<file path="src/rtl/pkt_pkg.sv">
// Types and constants shared by the packet framer and the downstream decoder.
package pkt_pkg;

  localparam logic [7:0] SYNC_BYTE = 8'hA5;

  typedef enum logic [3:0] {
    LOAD    = 4'd0,
    STORE   = 4'd1,
    JUMP    = 4'd2,
    ALU_OP  = 4'd3,
    INVALID = 4'hF
  } opcode_e;

  typedef enum logic [2:0] {
    S_SYNC = 3'd0,
    S_HDR  = 3'd1,
    S_PAY  = 3'd2,
    S_CHK  = 3'd3,
    S_HOLD = 3'd4
  } framer_state_e;

endpackage

</file>
<file path="src/rtl/pkt_framer.sv">
// Byte-stream packet framer: finds sync, checks header and XOR checksum,
// holds one good packet for the decoder and counts dropped packets.
//
// state  | meaning
// S_SYNC | hunting for the sync byte, other bytes discarded
// S_HDR  | expecting header {~info, info}
// S_PAY  | shifting in payload bytes, accumulating checksum
// S_CHK  | comparing received checksum with accumulated value
// S_HOLD | packet presented to decoder, input stalled
module pkt_framer
  import pkt_pkg::*;
#(
  parameter int PAYLOAD_BYTES = 2
) (
  input  logic                       clk,
  input  logic                       rst_n,
  input  logic                       in_valid,
  output logic                       in_ready,
  input  logic [7:0]                 in_data,
  output logic                       pkt_valid,
  input  logic                       pkt_ready,
  output logic [3:0]                 pkt_info,
  output logic [8*PAYLOAD_BYTES-1:0] pkt_payload,
  output logic                       pkt_err,
  output logic [7:0]                 err_count
);

  localparam int PW    = 8 * PAYLOAD_BYTES;
  localparam int IDX_W = $clog2(PAYLOAD_BYTES + 1);
  localparam logic [IDX_W-1:0] LAST_IDX = IDX_W'(PAYLOAD_BYTES - 1);

  framer_state_e    state, state_nxt;
  logic [3:0]       info_nxt;
  logic [PW-1:0]    payload_nxt;
  logic [7:0]       chk, chk_nxt;
  logic [IDX_W-1:0] idx, idx_nxt;
  logic             err_nxt;
  logic [7:0]       count_nxt;
  logic             accept;
  logic             drop;

  // Handshake outputs depend only on the state register.
  assign in_ready  = (state != S_HOLD);
  assign pkt_valid = (state == S_HOLD);
  assign accept    = in_valid && in_ready;

  always_comb begin
    state_nxt   = state;
    info_nxt    = pkt_info;
    payload_nxt = pkt_payload;
    chk_nxt     = chk;
    idx_nxt     = idx;
    drop        = 1'b0;
    err_nxt     = 1'b0;
    count_nxt   = err_count;

    case (state)
      S_SYNC: begin
        if (accept && in_data == SYNC_BYTE) state_nxt = S_HDR;
      end
      S_HDR: begin
        if (accept) begin
          if (in_data[7:4] == ~in_data[3:0]) begin
            info_nxt  = in_data[3:0];
            chk_nxt   = in_data;
            idx_nxt   = '0;
            state_nxt = S_PAY;
          end else begin
            drop      = 1'b1;
            state_nxt = S_SYNC;
          end
        end
      end
      S_PAY: begin
        if (accept) begin
          payload_nxt = (pkt_payload << 8) | PW'(in_data);
          chk_nxt     = chk ^ in_data;
          idx_nxt     = idx + IDX_W'(1);
          if (idx == LAST_IDX) state_nxt = S_CHK;
        end
      end
      S_CHK: begin
        if (accept) begin
          if (in_data == chk) begin
            state_nxt = S_HOLD;
          end else begin
            drop      = 1'b1;
            state_nxt = S_SYNC;
          end
        end
      end
      S_HOLD: begin
        if (pkt_ready) state_nxt = S_SYNC;
      end
      default: state_nxt = S_SYNC;
    endcase

    if (drop) begin
      err_nxt = 1'b1;
      if (err_count != 8'hFF) count_nxt = err_count + 8'd1;
    end
  end

  always_ff @(posedge clk or negedge rst_n) begin
    if (!rst_n) begin
      state       <= S_SYNC;
      pkt_info    <= '0;
      pkt_payload <= '0;
      chk         <= '0;
      idx         <= '0;
      pkt_err     <= 1'b0;
      err_count   <= '0;
    end else begin
      state       <= state_nxt;
      pkt_info    <= info_nxt;
      pkt_payload <= payload_nxt;
      chk         <= chk_nxt;
      idx         <= idx_nxt;
      pkt_err     <= err_nxt;
      err_count   <= count_nxt;
    end
  end

endmodule
</file>
<file path="config.mk">
export PLATFORM = sky130hd
export DESIGN_NAME = pkt_framer
export DESIGN_NICKNAME = d
export VERILOG_FILES = /design/src/rtl/pkt_pkg.sv /design/src/rtl/pkt_framer.sv
export SDC_FILE = /design/constraint.sdc
export NUM_CORES = 1
export LEC_CHECK = 0
export CORE_MARGIN = 2
export CORE_UTILIZATION = 46
export CTS_CLUSTER_SIZE = 16
export DETAILED_ROUTE_END_ITERATION = 10
export HOLD_SLACK_MARGIN = 0.05
export PLACE_DENSITY = 0.76
export SLEW_MARGIN = 20
export SYNTH_ARGS = -nofsm -noshare
export SYNTH_HDL_FRONTEND = slang
export SYNTH_SLANG_ARGS = --single-unit
</file>
<file path="constraint.sdc">
create_clock -name clk -period 1.5 [get_ports clk]
set_input_delay 0.45 -clock clk [delete_from_list [all_inputs] [get_ports clk]]
set_output_delay 0.45 -clock clk [all_outputs]
set_load 0.01 [all_outputs]
</file>
### Yosys cells after proc, flatten, opt, wreduce, memory -nomap -nowiden

Cells that the tools add are included.

| word-level totals | value |
|---|---|
| bits in registers | 42 |
| latch bits | 0 |
| memory bits (writable) | 0 |
| memory bits (read-only) | 0 |
| bits of input ports | 12 |
| output and inout bits | 31 |
| word-level logic and storage cells | 61 |
| memories | 0 |

| cells by class | value |
|---|---|
| $add $sub $neg | 2 |
| multipliers | 0 |
| divide/modulo/power cells | 0 |
| magnitude comparators | 0 |
| equal/unequal tests | 17 |
| shift-type cells | 0 |
| mux-type cells | 23 |
| bitwise logic cells | 3 |
| reduce and logical (&&, ||, !) cells | 9 |

Operators with widths:

| cell | number |
|---|---|
| 2-to-1 mux 8 bit | 3 |
| 2-to-1 mux 3 bit | 7 |
| OR 16 x 8 -> 16 bit | 1 |
| one-hot mux 8 bit (2 select lines) | 1 |
| one-hot mux 3 bit (5 select lines) | 1 |
| inequality test 2 bit (second input constant) | 6 |
| adder 8 x 1 -> 8 bit (second input constant) | 1 |
| == test 8 bit | 1 |
| == test 8 bit (second input constant) | 1 |
| 2-to-1 mux 2 bit | 4 |
| inequality test 8 bit (second input constant) | 1 |
| bitwise XOR 8 bit | 1 |
| == test 3 x 2 -> 1 bit (second input constant) | 2 |
| AND reduction 6 bit | 1 |
| 2-to-1 mux 1 bit | 5 |
| == test 4 bit | 1 |
| NOT 4 bit | 1 |
| one-hot mux 2 bit (2 select lines) | 1 |
| AND reduction 2 bit | 2 |
| AND reduction 4 bit | 1 |
| == test 3 x 1 -> 1 bit (second input constant) | 1 |
| == test 3 bit (second input constant) | 1 |
| logical NOT 3 bit | 1 |
| inequality test 3 bit (second input constant) | 1 |
| 7 further kinds | 8 |

### Logic depth before layout (Yosys ltp)

Gate-level depths: netlist (run 1).

| logic depth | value |
|---|---|
| word-level depth | 6 |
| depth in mapped cells | 7 |

### Worst setup path before layout (run 1)

OpenSTA, ideal clock, no wires.

| path | value |
|---|---|
| path kind | input port to flip-flop |
| from | in in_data[6] |
| to | reg err_count[1] |
| setup time | 0.125 ns |
| arrival | 1.652 ns |
| slack | -0.277 ns |
| cell stages on the path | 6 |
| buffers on the path | 1 |
| path through | buf_2 > xnor2_2 > nand3_1 > nor4_4 > nor4_2 > mux2_4 |

| between the ends | value |
|---|---|
| cells in the longest elaborated chain, start to end | 5 |

RTL lines:

| element | line | source |
|---|---|---|
| from (decl) | pkt_framer.sv:19 | `input logic [7:0] in_data,` |
| == test 8 bit or == test 4 bit (tied branches) | pkt_framer.sv:84, pkt_framer.sv:63 |  |
| 2-to-1 mux 1 bit (on tied branches) | pkt_framer.sv:84, pkt_framer.sv:63 |  |
| 2-to-1 mux 1 bit (on tied branches) | pkt_framer.sv:83, pkt_framer.sv:62 |  |
| one-hot mux 1 bit (2 select lines) (*) | pkt_framer.sv:57 | `case (state)` |
| AND reduction 2 bit (no line) (*) | - |  |
| to (signal assigned) | pkt_framer.sv:120 | `err_count <= count_nxt;` |
| to (decl) | pkt_framer.sv:25 | `output logic [7:0] err_count` |

Mark *: on every way between the ends. The rest lies on a longest branch, timed or not.
A chain may end at the register's enable or synchronous reset.

### Final worst setup path (run 1)

| path | value |
|---|---|
| from | reg state[2] |
| to | out pkt_valid |

| between the ends | value |
|---|---|
| cells in the longest elaborated chain, start to end | 1 |

RTL lines:

| element | line | source |
|---|---|---|
| from (decl) | pkt_framer.sv:32 | `framer_state_e state, state_nxt;` |
| from (signal assigned) | pkt_framer.sv:114 | `state <= state_nxt;` |
| == test 3 bit | pkt_framer.sv:44 | `assign pkt_valid = (state == S_HOLD);` |
| to (decl) | pkt_framer.sv:20 | `output logic pkt_valid,` |

No other way between the ends.

==> summary.md, run 1 <==
| Metric | Value |
|---|---|
| Maximum resistive drop on vdd | `0.000580 V` |
| Residual DRC | `0` |
| Setup TNS | `-2.86 ns` |
| Syn nets | `233` |
| DR iter-0 viols | `64` |
| Vias | `1944` |
| Period utilisation layout | `1.14` |
| Crit path capture | `pkt_valid` |
| Setup Viol. Count Final | `24` |
| Asr flop ratio synth | `1.00` |
| Syn Area/Cell | `about 9.7 um^2` |
| Worst rel slew slack | `0.722` |
| Critical R2R Capture | `err_count[7]$_DFFE_PN0P_` |
| Warnings, synthesis | `0` |
| Gr usage total | `0.227` |
| Initial antenna violation count | `0` |
| Die Footprint | `5190 um^2` |
| Fin cells | `368` |
| 1st-pass router iterations | `4` |
| Commonest cells after routing, fill and taps aside | `54 x buf_4, 51 x nand2_1, 42 x dfrtp_1` |
| Worst EP arrival | `1.25 ns` |
| Starting Density | `0.482` |
| Final #Nets | `between 300 and 400` |
| Unrepaired setup endpoints after global routing | `yes` |
| FF-to-FF setup slack | `-0.18 ns` |
| Std-Cell Rows | `24` |
| Clock Pin Slew Worst Setup and Hold Paths | `0.09 ns` |
| CP Capture Type | `output port` |
| Slew Viols, Final | `0` |
| Vias in the first global route | `1820` |
| Avg WL per Cell | `15.6 um` |
| Antenna diodes | `0` |
| CP Launch Type | `flip-flop` |
| Most used DFF post-synth | `dfrtp_1` |
| Slowest stage cell, crit path | `dfrtp_1` |
| Max Clk Rate | `between 0.5 and 0.6 GHz` |
| Required time of the critical path | `1.05 ns` |
| Die width | `72.0 um` |
| FF+latch area | `1050 um^2` |
| Clock sinks | `between 40 and 50` |
| Area of the multi-input gates | `1270 um^2` |
| Post-Syn Instances | `219` |
| Worst path depth | `4` |
| Syn Std Cell Area | `about 2100 um^2` |
| Hold Vio Cnt, Final | `0` |
| Largest net degree at the start of global routing | `28` |
| Input/output buffers | `42` |
| Die H | `72.0 um` |
| Worst slew pin tran | `0.418 ns` |
| Overall routed net length | `5740 um` |
| CP Max Fanout | `3` |
| Post-synth EDFFs | `0` |
| Core region area | `4410 um^2` |
| Max Root-Sink Buffers | `2` |
| Boundary Pins | `43` |
| Failing checks | `setup timing` |
| Origin of the worst setup path | `state[2]$_DFFE_PN0P_` |
| Clk_skew | `0.00980 ns` |
| Gpl congestion | `0.819` |
| CP delay by family, top | `flip-flops` |
| LEAKAGE | `about 1.7 nW` |
| Layout cells sized above 1 | `0.446` |
| Status | `finished with violations` |
| Antenna Violating Nets Remaining | `0` |
| Root buffer cell | `clkbuf_8` |
| CTS tree | `yes` |
| Crit-path max cell delay | `between 0.3 and 0.4 ns` |
| Register area share after synthesis | `0.494` |
| Number of synthesized register bits | `42` |
| Htree depth | `2` |
| CP Cell Sequence | `inv_2 -> or3_4 -> inv_1 -> buf_2` |
| PwrDens | `858 nW/um^2` |
| Worst min-delay path category | `input port to async pin` |
| Worst r2r src | `state[2]$_DFFE_PN0P_` |
| Fillers | `between 200 and 300` |
| R2R cell count | `8` |
| Global route total overflow | `0` |
| Worst path buffer plus inverter count | `3` |
| Dpl hpwl | `3470 um` |
| Hold slack | `~0.065 ns` |
| Most common cell after layout, fill and taps aside | `buf_4` |
| Via-to-Cell Ratio | `5.28` |
| Clk_lat worst skew | `~0.30 ns` |
| Dpl cells | `336` |
| Kind of critical path | `flip-flop to output port` |
| Post-layout min period | `1.70 ns` |
| First-pass GRT wire length | `9070 um` |
| Area grow syn2layout | `59.3%` |
| Final WS setup | `-0.205 ns` |
| Max_cap viols | `0` |
| Number of distinct library cells after synthesis | `41` |
| Num CTS Buffers | `5` |
## kinds of logic (layout without fill, tap and decap cells)
logic type                 count (synthesis)  count (layout)  share of synthesized area
and+or+nand+nor                           98              98                      0.238
xor gates and xnor gates                  16              16                     0.0693
buffers and inverters                     20             117                     0.0564
AOI/OAI and AO/OA                         33              33                     0.0875
adders and majority gates                  2               2                     0.0117
muxes                                      8               8                     0.0435
DFF                                       42              42                      0.494
## final cells by class
type | count | share of cell area
Inverter | 4 | 0.00443
Sequential cell | 42 | 0.310
Timing Repair Buffer | 105 | 0.266
Clock buffer | 5 | 0.0203
Multi-Input combinational cell | 157 | 0.374
Tap cell | 52 | 0.0192
Clock inverter | 3 | 0.00627
## routing by layer
layer  global-route usage  part of all wire
met5                    0                 0
met4               0.0692             0.017
met3               0.0417             0.037
met2                0.377              0.54
met1                0.307              0.41
## flip-flops by register name, summed over array words and instances, names as in the netlist
signal and count:
pkt_payload 16, chk 8, err_count 8, pkt_info 4, state 3, idx 2
pkt_err 1
## metrics by stage
stage | instance area [um^2] | setup slack (ns) | utilization | total power (W)
detailed placement | 2920 | -0.859 | 0.662 | 0.00217
CTS | 3180 | -0.197 | 0.721 | 0.00286
floorplan | 2270 | -0.260 | - | 0.00181
global placement | 2920 | -0.801 | 0.662 | 0.00215
global route | 3390 | -0.286 | 0.768 | 0.00306
finish | 3390 | -0.205 | 0.768 | 0.00291
## worst min-delay path by stage
| stage | start | endpoint | slack (ns) | cells after the start |
|---|---|---|---|---|
| after floorplan | rst_n | chk[0]$_DFFE_PN0P_ | 0.15 | 0 |
| after global placement | rst_n | err_count[1]$_DFFE_PN0P_ | 0.40 | 1 |
| after detailed placement | rst_n | err_count[2]$_DFFE_PN0P_ | 0.40 | 1 |
| after CTS | rst_n | err_count[2]$_DFFE_PN0P_ | 0.08 | 1 |
| after global routing | rst_n | err_count[1]$_DFFE_PN0P_ | 0.09 | 1 |
| final | rst_n | err_count[1]$_DFFE_PN0P_ | 0.07 | 1 |
## report_power, final
part | switching [W] | internal, W
registers | 0.000124 | 0.00129
clock network | 0.000417 | 0.000327
logic | 0.000363 | 0.000394
## timing repair
action	CTS	global route
endpoints found under the setup margin	57	27
pin swaps	16	19
hold buffers	0	0
gates resized for setup	109	39
cloned	1	0
setup buffers	13	10
## Yosys cell counts (2+ instances only)
cell type,count,share of area
o21ai_0,11,0.026
ha_1,2,0.012
clkbuf_1,3,0.0053
nand2b_1,3,0.0088
buf_4,4,0.014
nor3_1,2,0.0047
mux2_1,2,0.011
dfrtp_1,42,0.49
buf_6,3,0.016
buf_2,5,0.012
nor2_1,4,0.0070
and3_1,2,0.0059
nand3_1,16,0.038
inv_1,4,0.0070
nand2_1,52,0.092
nor4_1,2,0.0059
mux2_2,4,0.021
nor4b_1,4,0.016
xor2_1,9,0.037
xnor2_1,6,0.025
a21oi_1,19,0.045
Power figures use the tool's default switching activity.
==> run 2: changes to the inputs <==
- PLACE_DENSITY: 0.76 -> not set
- PLACE_DENSITY_LB_ADDON: not set -> 0.2
- SLEW_MARGIN: 20 -> not set
==> run 2 against run 1 <==
Against the previous run: the run still ends with setup timing left; core utilization increased by 6.9 points; global-route usage increased by 4.2 points; power increased by 19%; via count increased by 9.3%; cell count increased by 1.6%; cell area increased by 9.0%; combinational power increased by 24%; highest routed layer unchanged.
==> summary.md, run 2 (synthesis results as in run 1) <==
| Metric | Value |
|---|---|
| Status | `finished with violations` |
| Failing checks | `setup timing` |
| Clock sinks | `42 (unchanged)` |
| Num CTS Buffers | `5 (unchanged)` |
| Boundary Pins | `43 (unchanged)` |
| Vias in the first global route | `2066 (+14%)` |
| Biggest regs | `pkt_payload x16, chk x8, err_count x8` |
| Input/output buffers | `42 (unchanged)` |
| Final #Nets | `335 (+1.8%)` |
| Max Clk Rate | `0.566 GHz (-3.6%)` |
| Residual DRC | `0 (unchanged)` |
| Largest net degree at the start of global routing | `28 (unchanged)` |
| Clk_skew | `0.0167 ns (+0.00685 ns)` |
| Std-Cell Rows | `24 (unchanged)` |
| CP Cell Sequence | `buf_6 -> nand3b_4 -> buf_4 -> nor4b_4 -> mux2_4` |
| Via-to-Cell Ratio | `5.68 (+7.5%)` |
| Dpl hpwl | `3570 um (+3.0%)` |
| Overall routed net length | `7370 um (+28%)` |
| Origin of the worst setup path | `state[2]$_DFFE_PN0P_` |
| Max Root-Sink Buffers | `2 (unchanged)` |
| Hold buffer count at CTS | `0 (unchanged)` |
| Layout cells sized above 1 | `0.531 (+0.0849)` |
| Antenna diodes | `0 (unchanged)` |
| Clock Pin Slew Worst Setup and Hold Paths | `0.09 ns (about the same)` |
| Antenna Violating Nets Remaining | `0 (unchanged)` |
| Vias | `2124 (+9.3%)` |
| Post-layout min period | `1.77 ns (+0.0633 ns)` |
| Worst EP arrival | `1.95 ns (+0.70 ns)` |
| Commonest cells after routing, fill and taps aside | `53 x buf_4, 42 x dfrtp_1, 33 x nand2_1` |
| Fin cells | `374 (+1.6%)` |
| Core region area | `4410 um^2 (unchanged)` |
| CP Launch Type | `flip-flop` |
| Worst path buffer plus inverter count | `2 (-1)` |
| Worst slew pin tran | `0.395 ns (-0.0231 ns)` |
| Required time of the critical path | `1.68 ns (+0.63 ns)` |
| Final WS setup | `-0.268 ns (-0.0633 ns)` |
| Initial antenna violation count | `0 (unchanged)` |
| Die H | `72.0 um (unchanged)` |
| Dpl cells | `339 (+0.89%)` |
| Max_cap viols | `0 (unchanged)` |
| Biggest register | `pkt_payload` |
| Global route total overflow | `0 (unchanged)` |
| Worst rel slew slack | `0.737 (+0.0154)` |
| Kind of critical path | `flip-flop to flip-flop` |
| Gr usage total | `0.269 (+0.0416)` |
| Htree depth | `2 (unchanged)` |
| Die Footprint | `5190 um^2 (unchanged)` |
| PwrDens | `937 nW/um^2 (+9.2%)` |
| CP Capture Type | `flip-flop` |
| Worst min-delay path category | `input port to async pin` |
| Maximum resistive drop on vdd | `0.000587 V (+1.2%)` |
| CP delay by family, top | `simple AND/OR/NAND/NOR gates` |
| LEAKAGE | `1.85 nW (+9.7%)` |
| Fillers | `227 (-23%)` |
| Avg WL per Cell | `19.7 um (+26%)` |
| Setup TNS | `-5.55 ns (-2.69 ns)` |
| Area grow syn2layout | `73.6%` |
| DR iter-0 viols | `143 (+120%)` |
| Period utilisation layout | `1.18 (+0.0422)` |
| First-pass GRT wire length | `10600 um (+17%)` |
| Max reg flops | `16 (unchanged)` |
| Setup Viol. Count Final | `40 (+67%)` |
| Die width | `72.0 um (unchanged)` |
| Clk_lat worst skew | `0.31 ns (about the same)` |
| Crit-path max cell delay | `0.40 ns (+0.03 ns)` |
| Unrepaired setup endpoints after global routing | `yes` |
| Hold Vio Cnt, Final | `0 (unchanged)` |
| CTS tree | `yes` |
| 1st-pass router iterations | `4 (unchanged)` |
| Slew Viols, Final | `0 (unchanged)` |
| Slowest stage cell, crit path | `dfrtp_1` |
| Worst r2r src | `state[2]$_DFFE_PN0P_` |
| Starting Density | `0.482 (unchanged)` |
| Placement-stage worst setup slack | `-0.898 ns (-0.0394 ns)` |
| Most common cell after layout, fill and taps aside | `buf_4` |
| Gpl congestion | `0.868 (+6.0%)` |
| CP Max Fanout | `5 (+2)` |
| Root buffer cell | `clkbuf_8` |
[run 2: metrics by stage]
| step | total power (W) | utilization | instance area, um^2 | hold WS (ns) |
|---|---|---|---|---|
| after floorplan | 0.00181 | - | 2270 | 0.154 |
| after global placement | 0.00215 | 0.667 | 2950 | 0.394 |
| after detailed placement | 0.00218 | 0.667 | 2950 | 0.395 |
| after CTS | 0.00327 | 0.765 | 3380 | 0.0624 |
| after global routing | 0.00362 | 0.837 | 3700 | 0.0770 |
| final | 0.00346 | 0.837 | 3700 | 0.0503 |
[run 2: per-layer routing]
layer,vias up,track usage,wire length [um]
met1,1063,0.364,3030
li1,945,-,-
met2,93,0.415,3670
met3,23,0.0597,393
met5,-,0,0
met4,0,0.126,279
[run 2: final cells by class]
class / instances / area, um^2 / area share
clock inverters: 3 / 68.8 / 0.0186
clock buffers: 5 / 68.8 / 0.0186
inverters: 4 / 15.0 / 0.00406
multi-input cells: 157 / 1410 / 0.380
well taps: 52 / 65.1 / 0.0176
flip-flops and latches: 42 / 1050 / 0.284
repair buffers: 111 / 1020 / 0.277
[run 2: path summary, 6_finish.rpt]
kind                                                    end  slack [ns]  cells after the start
min in group clk                 pkt_payload[7]$_DFFE_PN0P_        0.46                      3
max in group asynchronous       pkt_payload[10]$_DFFE_PN0P_        0.97                      2
worst min-delay path                pkt_info[1]$_DFFE_PN0P_        0.05                      1
worst max-delay path               err_count[2]$_DFFE_PN0P_       -0.27                      5
worst max register to register     err_count[2]$_DFFE_PN0P_       -0.27                      5
worst min register to register  pkt_payload[15]$_DFFE_PN0P_        0.46                      2
[run 2: repair_timing]
| action | CTS | global route |
|---|---|---|
| resized for setup | 113 | 66 |
| gates cloned | 3 | 0 |
| pin swaps | 17 | 57 |
| endpoints found under the setup margin | 57 | 45 |
| setup buffers | 18 | 9 |
[run 2: where the power goes]
group | internal, W | switching [W] | leakage, nW
clock network | 0.000667 | 0.000422 | 0.0683
logic | 0.000469 | 0.000473 | 1.21
registers | 0.00129 | 0.000147 | 0.566
total | 0.00242 | 0.00104 | 1.85
